===== config.mk =====
export PLATFORM = sky130hd
export DESIGN_NAME = uart_tx_arbiter
export DESIGN_NICKNAME = d
export VERILOG_FILES = /design/src/rtl/uart_tx_arbiter_pkg.sv /design/src/rtl/rr_priority_picker.sv /design/src/rtl/uart_tx_arbiter.sv
export SDC_FILE = /design/constraint.sdc
export NUM_CORES = 1
export LEC_CHECK = 0
export BUFFER_PORTS_ARGS = -buffer_cell sky130_fd_sc_hd__clkbuf_2
export CAP_MARGIN = 20
export CELL_PAD_IN_SITES_DETAIL_PLACEMENT = 0
export CELL_PAD_IN_SITES_GLOBAL_PLACEMENT = 1
export CORE_ASPECT_RATIO = 0.75
export CORE_UTILIZATION = 32
export CTS_CLUSTER_SIZE = 24
export DETAILED_ROUTE_END_ITERATION = 8
export MAX_ROUTING_LAYER = met4
export PLACE_DENSITY_LB_ADDON = 0.1
export SLEW_MARGIN = 20
export SYNTH_ARGS = -nofsm -noshare
export SYNTH_HDL_FRONTEND = slang
export SYNTH_SLANG_ARGS = --single-unit

===== constraint.sdc =====
create_clock -name clk -period 2.2 [get_ports clk]
set_clock_uncertainty 0.05 [all_clocks]
set_input_delay 0.22 -clock clk [delete_from_list [all_inputs] [get_ports clk]]
set_output_delay 0.22 -clock clk [all_outputs]
set_load 0.02 [all_outputs]

===== src/rtl/uart_tx_arbiter_pkg.sv =====
// uart_tx_arbiter_pkg: shared FSM encoding and width helpers
// for the UART transmit arbiter (no ports; imported by rtl/).
package uart_tx_arbiter_pkg;

  typedef enum logic {
    ST_IDLE   = 1'b0,
    ST_LOCKED = 1'b1
  } arb_state_e;

  // Bits to hold 0..max_val, never below one bit.
  function automatic int cnt_width(input int max_val);
    return (max_val < 1) ? 1 : $clog2(max_val + 1);
  endfunction

  // Bits to index n ports, never below one bit.
  function automatic int idx_width(input int n);
    return (n < 2) ? 1 : $clog2(n);
  endfunction

endpackage


===== src/rtl/rr_priority_picker.sv =====
// rr_priority_picker: first set bit of req_i scanning from ptr_i upward
// (mod N). Ports: req_i, ptr_i in; grant_id_o, grant_any_o out.
module rr_priority_picker
  import uart_tx_arbiter_pkg::*;
#(
  parameter  int N  = 2,
  localparam int IW = idx_width(N)
) (
  input  logic [N-1:0]  req_i,
  input  logic [IW-1:0] ptr_i,
  output logic [IW-1:0] grant_id_o,
  output logic          grant_any_o
);

  logic [IW-1:0] idx;

  always_comb begin
    grant_any_o = 1'b0;
    grant_id_o  = '0;
    idx         = '0;
    // Walk from the far end so the port nearest ptr wins last.
    for (int k = N - 1; k >= 0; k--) begin
      idx = IW'((int'(ptr_i) + k) % N);
      if (req_i[idx]) begin
        grant_any_o = 1'b1;
        grant_id_o  = idx;
      end
    end
  end

endmodule


===== src/rtl/uart_tx_arbiter.sv =====
// uart_tx_arbiter: message-granular round-robin sharing of one UART tx.
// Ports: req_* per-port byte streams, tx_* to transmitter, grant_* status.
module uart_tx_arbiter
  import uart_tx_arbiter_pkg::*;
#(
  parameter  int N_PORTS        = 2,
  parameter  int MAX_BURST      = 64,
  parameter  int TIMEOUT_CYCLES = 0,
  localparam int PW             = idx_width(N_PORTS)
) (
  input  logic                 clk,
  input  logic                 reset,
  input  logic [8*N_PORTS-1:0] req_data,
  input  logic [N_PORTS-1:0]   req_valid,
  input  logic [N_PORTS-1:0]   req_last,
  output logic [N_PORTS-1:0]   req_ready,
  output logic [7:0]           tx_data,
  output logic                 tx_valid,
  input  logic                 tx_ready,
  output logic                 grant_valid,
  output logic [PW-1:0]        grant_id
);

  localparam int BW = cnt_width(MAX_BURST);
  localparam int TW = cnt_width(TIMEOUT_CYCLES);
  localparam bit TIMEOUT_EN = (TIMEOUT_CYCLES != 0);

  localparam logic [BW-1:0] BURST_LAST =
    BW'(MAX_BURST - 1);
  localparam logic [TW-1:0] IDLE_LAST =
    TW'(TIMEOUT_EN ? TIMEOUT_CYCLES - 1 : 0);
  localparam logic [PW-1:0] PORT_LAST =
    PW'(N_PORTS - 1);

  arb_state_e    state_q, state_d;
  logic [PW-1:0] owner_q, owner_d;
  logic [PW-1:0] rr_ptr_q, rr_ptr_d;
  logic [BW-1:0] burst_cnt_q, burst_cnt_d;
  logic [TW-1:0] idle_cnt_q, idle_cnt_d;

  logic [PW-1:0] pick_id;
  logic          pick_any;
  logic          locked;
  logic          own_valid;
  logic          own_last;
  logic          xfer;
  logic          release_msg;
  logic [PW-1:0] owner_inc;
  logic [7:0]    port_byte [N_PORTS];

  for (genvar g = 0; g < N_PORTS; g++) begin : g_byte
    assign port_byte[g] = req_data[8*g +: 8];
  end

  rr_priority_picker #(
    .N (N_PORTS)
  ) u_pick (
    .req_i       (req_valid),
    .ptr_i       (rr_ptr_q),
    .grant_id_o  (pick_id),
    .grant_any_o (pick_any)
  );

  assign locked    = (state_q == ST_LOCKED);
  assign own_valid = req_valid[owner_q];
  assign own_last  = req_last[owner_q];
  assign xfer      = locked & own_valid & tx_ready;

  // Explicit wrap keeps non-power-of-two port counts in range.
  assign owner_inc = (owner_q == PORT_LAST) ?
                     '0 : owner_q + PW'(1);

  assign tx_valid    = locked & own_valid;
  assign tx_data     = tx_valid ? port_byte[owner_q] : '0;
  assign grant_valid = locked;
  assign grant_id    = owner_q;

  always_comb begin
    req_ready = '0;
    if (locked) req_ready[owner_q] = tx_ready;
  end

  always_comb begin
    state_d     = state_q;
    owner_d     = owner_q;
    rr_ptr_d    = rr_ptr_q;
    burst_cnt_d = burst_cnt_q;
    idle_cnt_d  = idle_cnt_q;
    release_msg = 1'b0;
    unique case (state_q)
      ST_IDLE: begin
        if (pick_any) begin
          owner_d = pick_id;
          state_d = ST_LOCKED;
        end
      end
      ST_LOCKED: begin
        if (xfer) begin
          burst_cnt_d = burst_cnt_q + BW'(1);
          idle_cnt_d  = '0;
          release_msg = own_last |
                        (burst_cnt_q == BURST_LAST);
        end else if (!own_valid && TIMEOUT_EN) begin
          // A stalled transmitter is not owner idleness.
          idle_cnt_d  = idle_cnt_q + TW'(1);
          release_msg = (idle_cnt_q == IDLE_LAST);
        end
        if (release_msg) begin
          state_d     = ST_IDLE;
          rr_ptr_d    = owner_inc;
          burst_cnt_d = '0;
          idle_cnt_d  = '0;
        end
      end
    endcase
  end

  always_ff @(posedge clk) begin
    if (reset) begin
      state_q     <= ST_IDLE;
      owner_q     <= '0;
      rr_ptr_q    <= '0;
      burst_cnt_q <= '0;
      idle_cnt_q  <= '0;
    end else begin
      state_q     <= state_d;
      owner_q     <= owner_d;
      rr_ptr_q    <= rr_ptr_d;
      burst_cnt_q <= burst_cnt_d;
      idle_cnt_q  <= idle_cnt_d;
    end
  end

endmodule


## Yosys cells after proc, flatten, opt, wreduce, memory -nomap -nowiden

Cells that the tools add are included.

- Bits in registers: 10
- Input port bits: 23

- Add/sub/neg operators: 3
- Magnitude comparators: 5
- Equal/unequal tests: 1
- Muxes and demuxes: 27
- Bitwise gates (word level): 6
- Reductions and logical operators: 5

Operator list:

| operator | count |
|---|---|
| $mux W8 | 4 |
| $mux W1 | 18 |
| $mux W7 | 2 |
| $add A7 B1 Y7 const B | 1 |
| $eq A7 B6 Y1 const B | 1 |
| $lt A1 B2 Y1 const B | 3 |
| $reduce_and A2 Y1 | 3 |
| $add A1 B1 Y1 const B | 2 |
| $and A1 B1 Y1 | 2 |
| $and A2 B2 Y2 | 1 |
| $ge A2 B2 Y1 const B | 1 |
| $mux W2 | 1 |
| $not A1 Y2 | 1 |
| $pmux W1 S2 | 1 |
| $reduce_bool A2 Y1 | 1 |
| $demux W1 S1 | 1 |
| $ge A1 B1 Y1 const B | 1 |
| $logic_and A1 B1 Y1 | 1 |
| $not A1 Y1 | 1 |
| $or A1 B1 Y1 | 1 |

## Longest topological paths before layout

Gate-level depths: netlist (run 1).

- Depth in word-level cells: 8
- Depth in mapped cells: 5
- Mapped depth without buffers: 5

## Cells and area by module

From an unflattened synthesis (run 1), not the netlist that was laid out.

- Cell total of the unflattened synthesis: 76
- Area, all modules: 650.6 um^2

By module, submodules not included:

| module | instances | cells each | area each (um^2) |
|---|---|---|---|
| uart_tx_arbiter | 1 | 73 | 633.1 |
| rr_priority_picker | 1 | 3 | 17.5 |

## Worst setup path before layout (run 1)

OpenSTA, ideal clock, no wires.

- Kind: register -> output
- Start point: register owner_q (netlist: grant_id)
- End point: output port tx_data[0]
- Arrival time: 1.349 ns
- Data required time: 1.930 ns
- Setup slack: 0.581 ns
- Stages on the path, launching flop included: 6
- Path buffers: 2
- Path through: dfxtp_1 buf_6 mux2i_4 nand2b_1 buf_2 nor2_1

- Word-level cells in the longest chain between the ends: 5
- Elaborated cells on any way between the ends: 8

RTL lines:

| what | line | RTL |
|---|---|---|
| start: declaration | uart_tx_arbiter.sv:36 | `logic [PW-1:0] owner_q, owner_d;` |
| start signal: assignment | uart_tx_arbiter.sv:127 | `owner_q <= owner_d;` |
| $not A1 Y2 (implied by the code) | uart_tx_arbiter.sv:74 | `assign tx_data = tx_valid ? port_byte[owner_q] : '0;` |
| $mux W8 (implied by the code) (3 in a row) | uart_tx_arbiter.sv:74 |  |
| $mux W8 (*) | uart_tx_arbiter.sv:74 |  |
| end: declaration | uart_tx_arbiter.sv:17 | `output logic [7:0] tx_data,` |

Every way passes the cells marked *; elsewhere a longest branch is shown, timed or not. The select of a mux whose other input is x is not followed.

## Final worst setup path (run 1)

- Start point: register owner_q (netlist: grant_id)
- End point: output port tx_data[4]

Same word-level chain as after synthesis.

==> results.json, run 1 <==
{
  "crit_fanout": 9,
  "post_cts_resized": 0,
  "seq_area_um2": 200,
  "hold_viol": 0,
  "rsz0062_at_grt": "no",
  "worstRegToRegCells": 5,
  "wl_mm": 1.47,
  "gp_congestion": 0.767,
  "n_fill_cell": 201,
  "max_cap_viol_count": 0,
  "crit_family": "simple AND/OR/NAND/NOR gates",
  "most-common-layout-cells": "35 x clkbuf_2, 10 x nor2_1, 10 x dfxtp_1",
  "worst-path-buf-inv": 1,
  "synth_edf_count": 0,
  "synthDistinctLibCells": 29,
  "finalCritPeriodShare": 0.858,
  "synthesis.nets": 99,
  "synthCells": 75,
  "io_buffers": 35,
  "synthTopCellsByArea": "dfxtp_1 30%, mux2i_1 12%, xnor2_1 6.5%, nor2_1 5.6%, nor2_2 5.6%",
  "path_clk_slew_ns": 0.06,
  "antenna_found_initial": 0,
  "cp-start-kind": "flop",
  "status": "complete, no violations",
  "synthFlopType": "dfxtp_1",
  "synth_top_family_by_area": "simple AND/OR/NAND/NOR gates",
  "area_growth_pct": 33.5,
  "wl_per_cell_um": 11.0,
  "route.vias.total": 630,
  "num_antenna_cells": 0,
  "overflow": 0,
  "critical_path_required_ns": 1.93,
  "yosysSeqAreaShare": 0.298,
  "ctsRootBufferMaster": "clkbuf_4",
  "dr.pass1.iters": 4,
  "ys_ff_latch": 10,
  "synth_top_area_share": 0.298,
  "ctsHoldBuffers": 0,
  "clkLatencyLatePin_ns": 0.27,
  "grt_pass1_wl_mm": 2.46,
  "max_clock_freq_mhz": 530,
  "r2r_slack_ns": 0.54,
  "rows": 13,
  "ant_nets": 0,
  "path_class": "flop to output pin",
  "post-dp-hpwl_mm": 1.21,
  "grt_pass1_vias": 570,
  "synth_top_area_cell": "dfxtp_1",
  "ir_drop_uv": 317,
  "yosys.area_share.xor_xnor": 0.0652,
  "synth_area_per_cell_um2": 8.96,
  "hp-class": "input pin to flop",
  "power_density_mw_per_mm2": 518,
  "cts_setup_buffers": 0,
  "maxSlewViolCount": 0,
  "fin_nets": 137,
  "synth_area_um2": 672,
  "async_reset_ff_frac": 0,
  "synth-simple-area-share": 0.276,
  "layout_commonest_cell": "clkbuf_2",
  "cpPeakStageDelay_ns": 0.40,
  "htreeDepth": 1,
  "holdWs_ns": 0.128,
  "die_x_um": 54.9,
  "numClockSinks": 10,
  "fp.dieH_um": 41.7,
  "yosys_warnings": 0,
  "worst_pin_slew_ns": 0.295,
  "timing.slew.headroom": 0.799,
  "muxShareOfSynthArea": 0.175,
  "dieArea_mm2": 0.00229,
  "ios": 36,
  "cts_buffers": 3,
  "start_util": 0.362,
  "route.detailed.drc": 0,
  "viasPerCell": 4.70,
  "synthAdderAreaFrac": 0.0186,
  "grt_max_degree": 15,
  "setup_viol_count_final": 0,
  "core_area_mm2": 0.00185,
  "cp.depth": 4,
  "holdPathStages": 2,
  "drive_gt1_frac": 0.473,
  "cts_tree": "done",
  "cp_slowest_cell": "dfxtp_1",
  "drt-initial-drc-count": 10,
  "end_kind": "output pin",
  "period_minus_slack_ns": 1.89,
  "p_leak_nw": 0.388,
  "multiInputGateArea_um2": 439,
  "synth_compound_area_frac": 0.119,
  "path_cells": "mux2i_4 > nand2b_1 > nor2_1 > clkbuf_2",
  "grt_usage": 0.151,
  "cp.arrival_ns": 1.62,
  "cts_buffer_depth": 2,
  "fin_setup_tns_ns": 0
}
==> report_power, final <==
group	switching (mW)	internal [mW]
clock	0.0632	0.101
combinational	0.0612	0.0480
sequential	0.00578	0.186
total	0.130	0.334
==> final timing paths <==
path / startpoint / end
worst max-delay path: grant_id$_SDFFE_PP0P_ / tx_data[4]
worst min-delay path: reset / grant_id$_SDFFE_PP0P_
worst max register to register: grant_id$_SDFFE_PP0P_ / burst_cnt_q[3]$_SDFFE_PP0P_
worst min register to register: burst_cnt_q[6]$_SDFFE_PP0P_ / burst_cnt_q[6]$_SDFFE_PP0P_
==> layer usage <==
metal / wire [µm] / track usage
met2: 608 / 0.193
met3: 109 / 0.0659
met5: 0 / -
met4: 8 / 0.0300
met1: 743 / 0.219
==> synth_stat cells, types with 2 or more instances <==
cell type and count:
nor2_2 6, nand2_1 4, nand3_1 2, nor2_1 10, inv_1 3, buf_2 2, dfxtp_1 10, o21ai_0 3
a21oi_1 2, o21bai_1 2, xnor2_1 5, nor3_1 2, mux2i_1 8
==> layout make-up <==
type | instances | area share
Tap cell | 22 | 0.0307
Timing Repair Buffer | 36 | 0.204
Multi-Input combinational cell | 59 | 0.490
Sequential cell | 10 | 0.223
Inverter | 3 | 0.0126
Clock buffer | 4 | 0.0404
==> through the flow <==
| stage | instances | utilization | area [µm²] | setup WS [ns] | power (mW) |
|---|---|---|---|---|---|
| finish | 134 | 0.484 | 897 | 0.313 | 0.464 |
| global route | 134 | 0.484 | 897 | 0.177 | 0.496 |
| CTS | 134 | 0.484 | 897 | 0.295 | 0.471 |
| detailed placement | 130 | 0.464 | 861 | 0.558 | 0.305 |
| global placement | 130 | 0.464 | 861 | 0.572 | 0.305 |
| floorplan | 75 | - | 672 | 0.581 | 0.266 |
==> kinds of logic after synthesis <==
group | after synthesis
simple gates | 32
fa+ha+maj | 1
xor+xnor | 5
buf+inv | 6
flops | 10
mux | 10
compound gates | 11
==> worst register-to-register path: stages (launching register included) <==
cell,delay [ns]
dfxtp_1,0.40
buf_4,0.26
mux2_4,0.33
o21bai_1,0.19
a21o_4,0.28
nor2_2,0.11
==> registers in the layout, summed over array words and instances, names as in the netlist <==
signal / cells
rr_ptr_q: 1
grant_id: 1
grant_valid: 1
burst_cnt_q: 7
No activity file was read; power rests on OpenSTA's default activity.
==> run 2: changes to the inputs <==
==> constraint.sdc (replaced) <==
create_clock -name clk -period 2.2 [get_ports clk]
set_clock_uncertainty 0.05 [all_clocks]
set_input_delay 0.11 -clock clk [delete_from_list [all_inputs] [get_ports clk]]
set_output_delay 0.11 -clock clk [all_outputs]
set_load 0.02 [all_outputs]
==> results.json, run 2 (synthesized netlist as in run 1, its figures left out) <==
{
  "setup_viol_count_final": 0,
  "antenna_found_initial": 0,
  "cpPeakStageDelay_ns": 0.46,
  "min_from": "reset",
  "seq_power_share": 0.405,
  "holdPathStages": 2,
  "core_area_mm2": 0.00185,
  "final_core_util": 0.484,
  "worst_pin_slew_ns": 0.309,
  "fin_nets": 137,
  "ant_nets": 0,
  "fin_total_pwr_mw": 0.474,
  "overflow": 0,
  "fin_setup_tns_ns": 0,
  "cts_tree": "done",
  "most-common-layout-cells": "35 x clkbuf_2, 10 x nor2_1, 10 x dfxtp_1",
  "ctsRootBufferMaster": "clkbuf_4",
  "path_cells": "mux2i_4 > nand2b_1 > nor2_1 > clkbuf_2",
  "r2r_slack_ns": 0.74,
  "status": "complete, no violations",
  "hold_viol": 0,
  "largest_register": "burst_cnt_q",
  "ir_drop_uv": 324,
  "finalCritPeriodShare": 0.864,
  "power.share.combinational": 0.231,
  "htreeDepth": 1,
  "viasPerCell": 4.72,
  "post-dp-hpwl_mm": 1.25,
  "start_util": 0.362,
  "p_int_mw": 0.334,
  "placed_cells": 130,
  "route.detailed.drc": 0,
  "cp_slowest_cell": "dfxtp_1",
  "post_cts_resized": 0,
  "drive_gt1_frac": 0.473,
  "area_growth_pct": 33.5,
  "hp-class": "input pin to flop",
  "period_minus_slack_ns": 1.90,
  "cts_setup_buffers": 0,
  "worst-path-buf-inv": 1,
  "largest_reg_flops": 7,
  "crit_fanout": 9,
  "max_clock_freq_mhz": 526,
  "drt-initial-drc-count": 5,
  "grt_max_degree": 13,
  "fp.dieH_um": 41.7,
  "layout_commonest_cell": "clkbuf_2",
  "dieArea_mm2": 0.00229,
  "wl_per_cell_um": 11.6,
  "worstRegToRegCells": 4,
  "rsz0062_at_grt": "no",
  "path_clk_slew_ns": 0.07,
  "crit_family": "flip-flops",
  "cts_buffer_depth": 2,
  "ctsHoldBuffers": 0,
  "rr_startpoint": "grant_id$_SDFFE_PP0P_",
  "dr.pass1.iters": 4,
  "hold_end": "rr_ptr_q$_SDFFE_PP0P_",
  "end_kind": "output pin",
  "critical_path_required_ns": 2.04,
  "num_antenna_cells": 0,
  "max_cap_viol_count": 0,
  "io_buffers": 35,
  "cts_buffers": 3,
  "grt_pass1_vias": 576,
  "timing.rr.end": "burst_cnt_q[1]$_SDFFE_PP0P_",
  "path_class": "flop to output pin",
  "p_leak_nw": 0.388,
  "power_density_mw_per_mm2": 529,
  "rows": 13,
  "ios": 36,
  "cp.arrival_ns": 1.74,
  "grt_pass1_wl_mm": 2.55,
  "pwr-share-clk": 0.363,
  "timing.slew.headroom": 0.790,
  "cp-start-kind": "flop",
  "wl_mm": 1.56,
  "route.vias.total": 632,
  "instances_no_fill": 134,
  "p_sw_mw": 0.140,
  "grt_usage": 0.155,
  "maxSlewViolCount": 0,
  "netSwitchingFraction": 0.295,
  "die_x_um": 54.9,
  "numClockSinks": 10,
  "gp_congestion": 0.692,
  "clkLatencyLatePin_ns": 0.27
}
## run 2: power groups by stage
stage	clock network [mW]	registers, mW	logic (mW)
after global placement	0	0.196	0.109
after floorplan	0	0.197	0.0693
final	0.172	0.192	0.110
after detailed placement	0	0.196	0.110
after global routing	0.187	0.193	0.119
after CTS	0.176	0.192	0.111
## run 2: worst max path at each step
stage | from | end | cells past startpoint
floorplan | grant_id$_SDFFE_PP0P_ | burst_cnt_q[1]$_SDFFE_PP0P_ | 5
global placement | grant_id$_SDFFE_PP0P_ | tx_data[1] | 4
detailed placement | grant_id$_SDFFE_PP0P_ | tx_data[3] | 4
CTS | grant_id$_SDFFE_PP0P_ | tx_data[3] | 4
global route | grant_id$_SDFFE_PP0P_ | tx_data[1] | 4
finish | grant_id$_SDFFE_PP0P_ | tx_data[3] | 4
## run 2: through the flow
stage	setup slack [ns]	hold slack, ns	area, µm²
floorplan	0.671	0.129	672
global route	0.188	0.0100	897
detailed placement	0.584	0.290	861
CTS	0.284	0.00548	897
finish	0.300	0.00696	897
global placement	0.642	0.295	861
## run 2: per-layer routing
| layer | global-route usage | share of wire | up-vias |
|---|---|---|---|
| li1 | - | - | 333 |
| met5 | - | 0 | - |
| met4 | 0.0150 | 0 | 0 |
| met3 | 0.0769 | 0.069 | 0 |
| met2 | 0.207 | 0.43 | 18 |
| met1 | 0.216 | 0.50 | 281 |
## run 2: area by class of cell
class / instances / area, µm²
Sequential cell: 10 / 200
Clock buffer: 4 / 36.3
Multi-Input combinational cell: 59 / 439
Tap cell: 22 / 27.5
Timing Repair Buffer: 36 / 183
Inverter: 3 / 11.3
Fill cell: 197 / 957
## run 2: worst register-to-register path, cell delays in order, from the launching register on
cell	delay [ns]
dfxtp_1	0.46
mux2_4	0.33
o21bai_1	0.18
a21o_4	0.28
a21oi_2	0.10
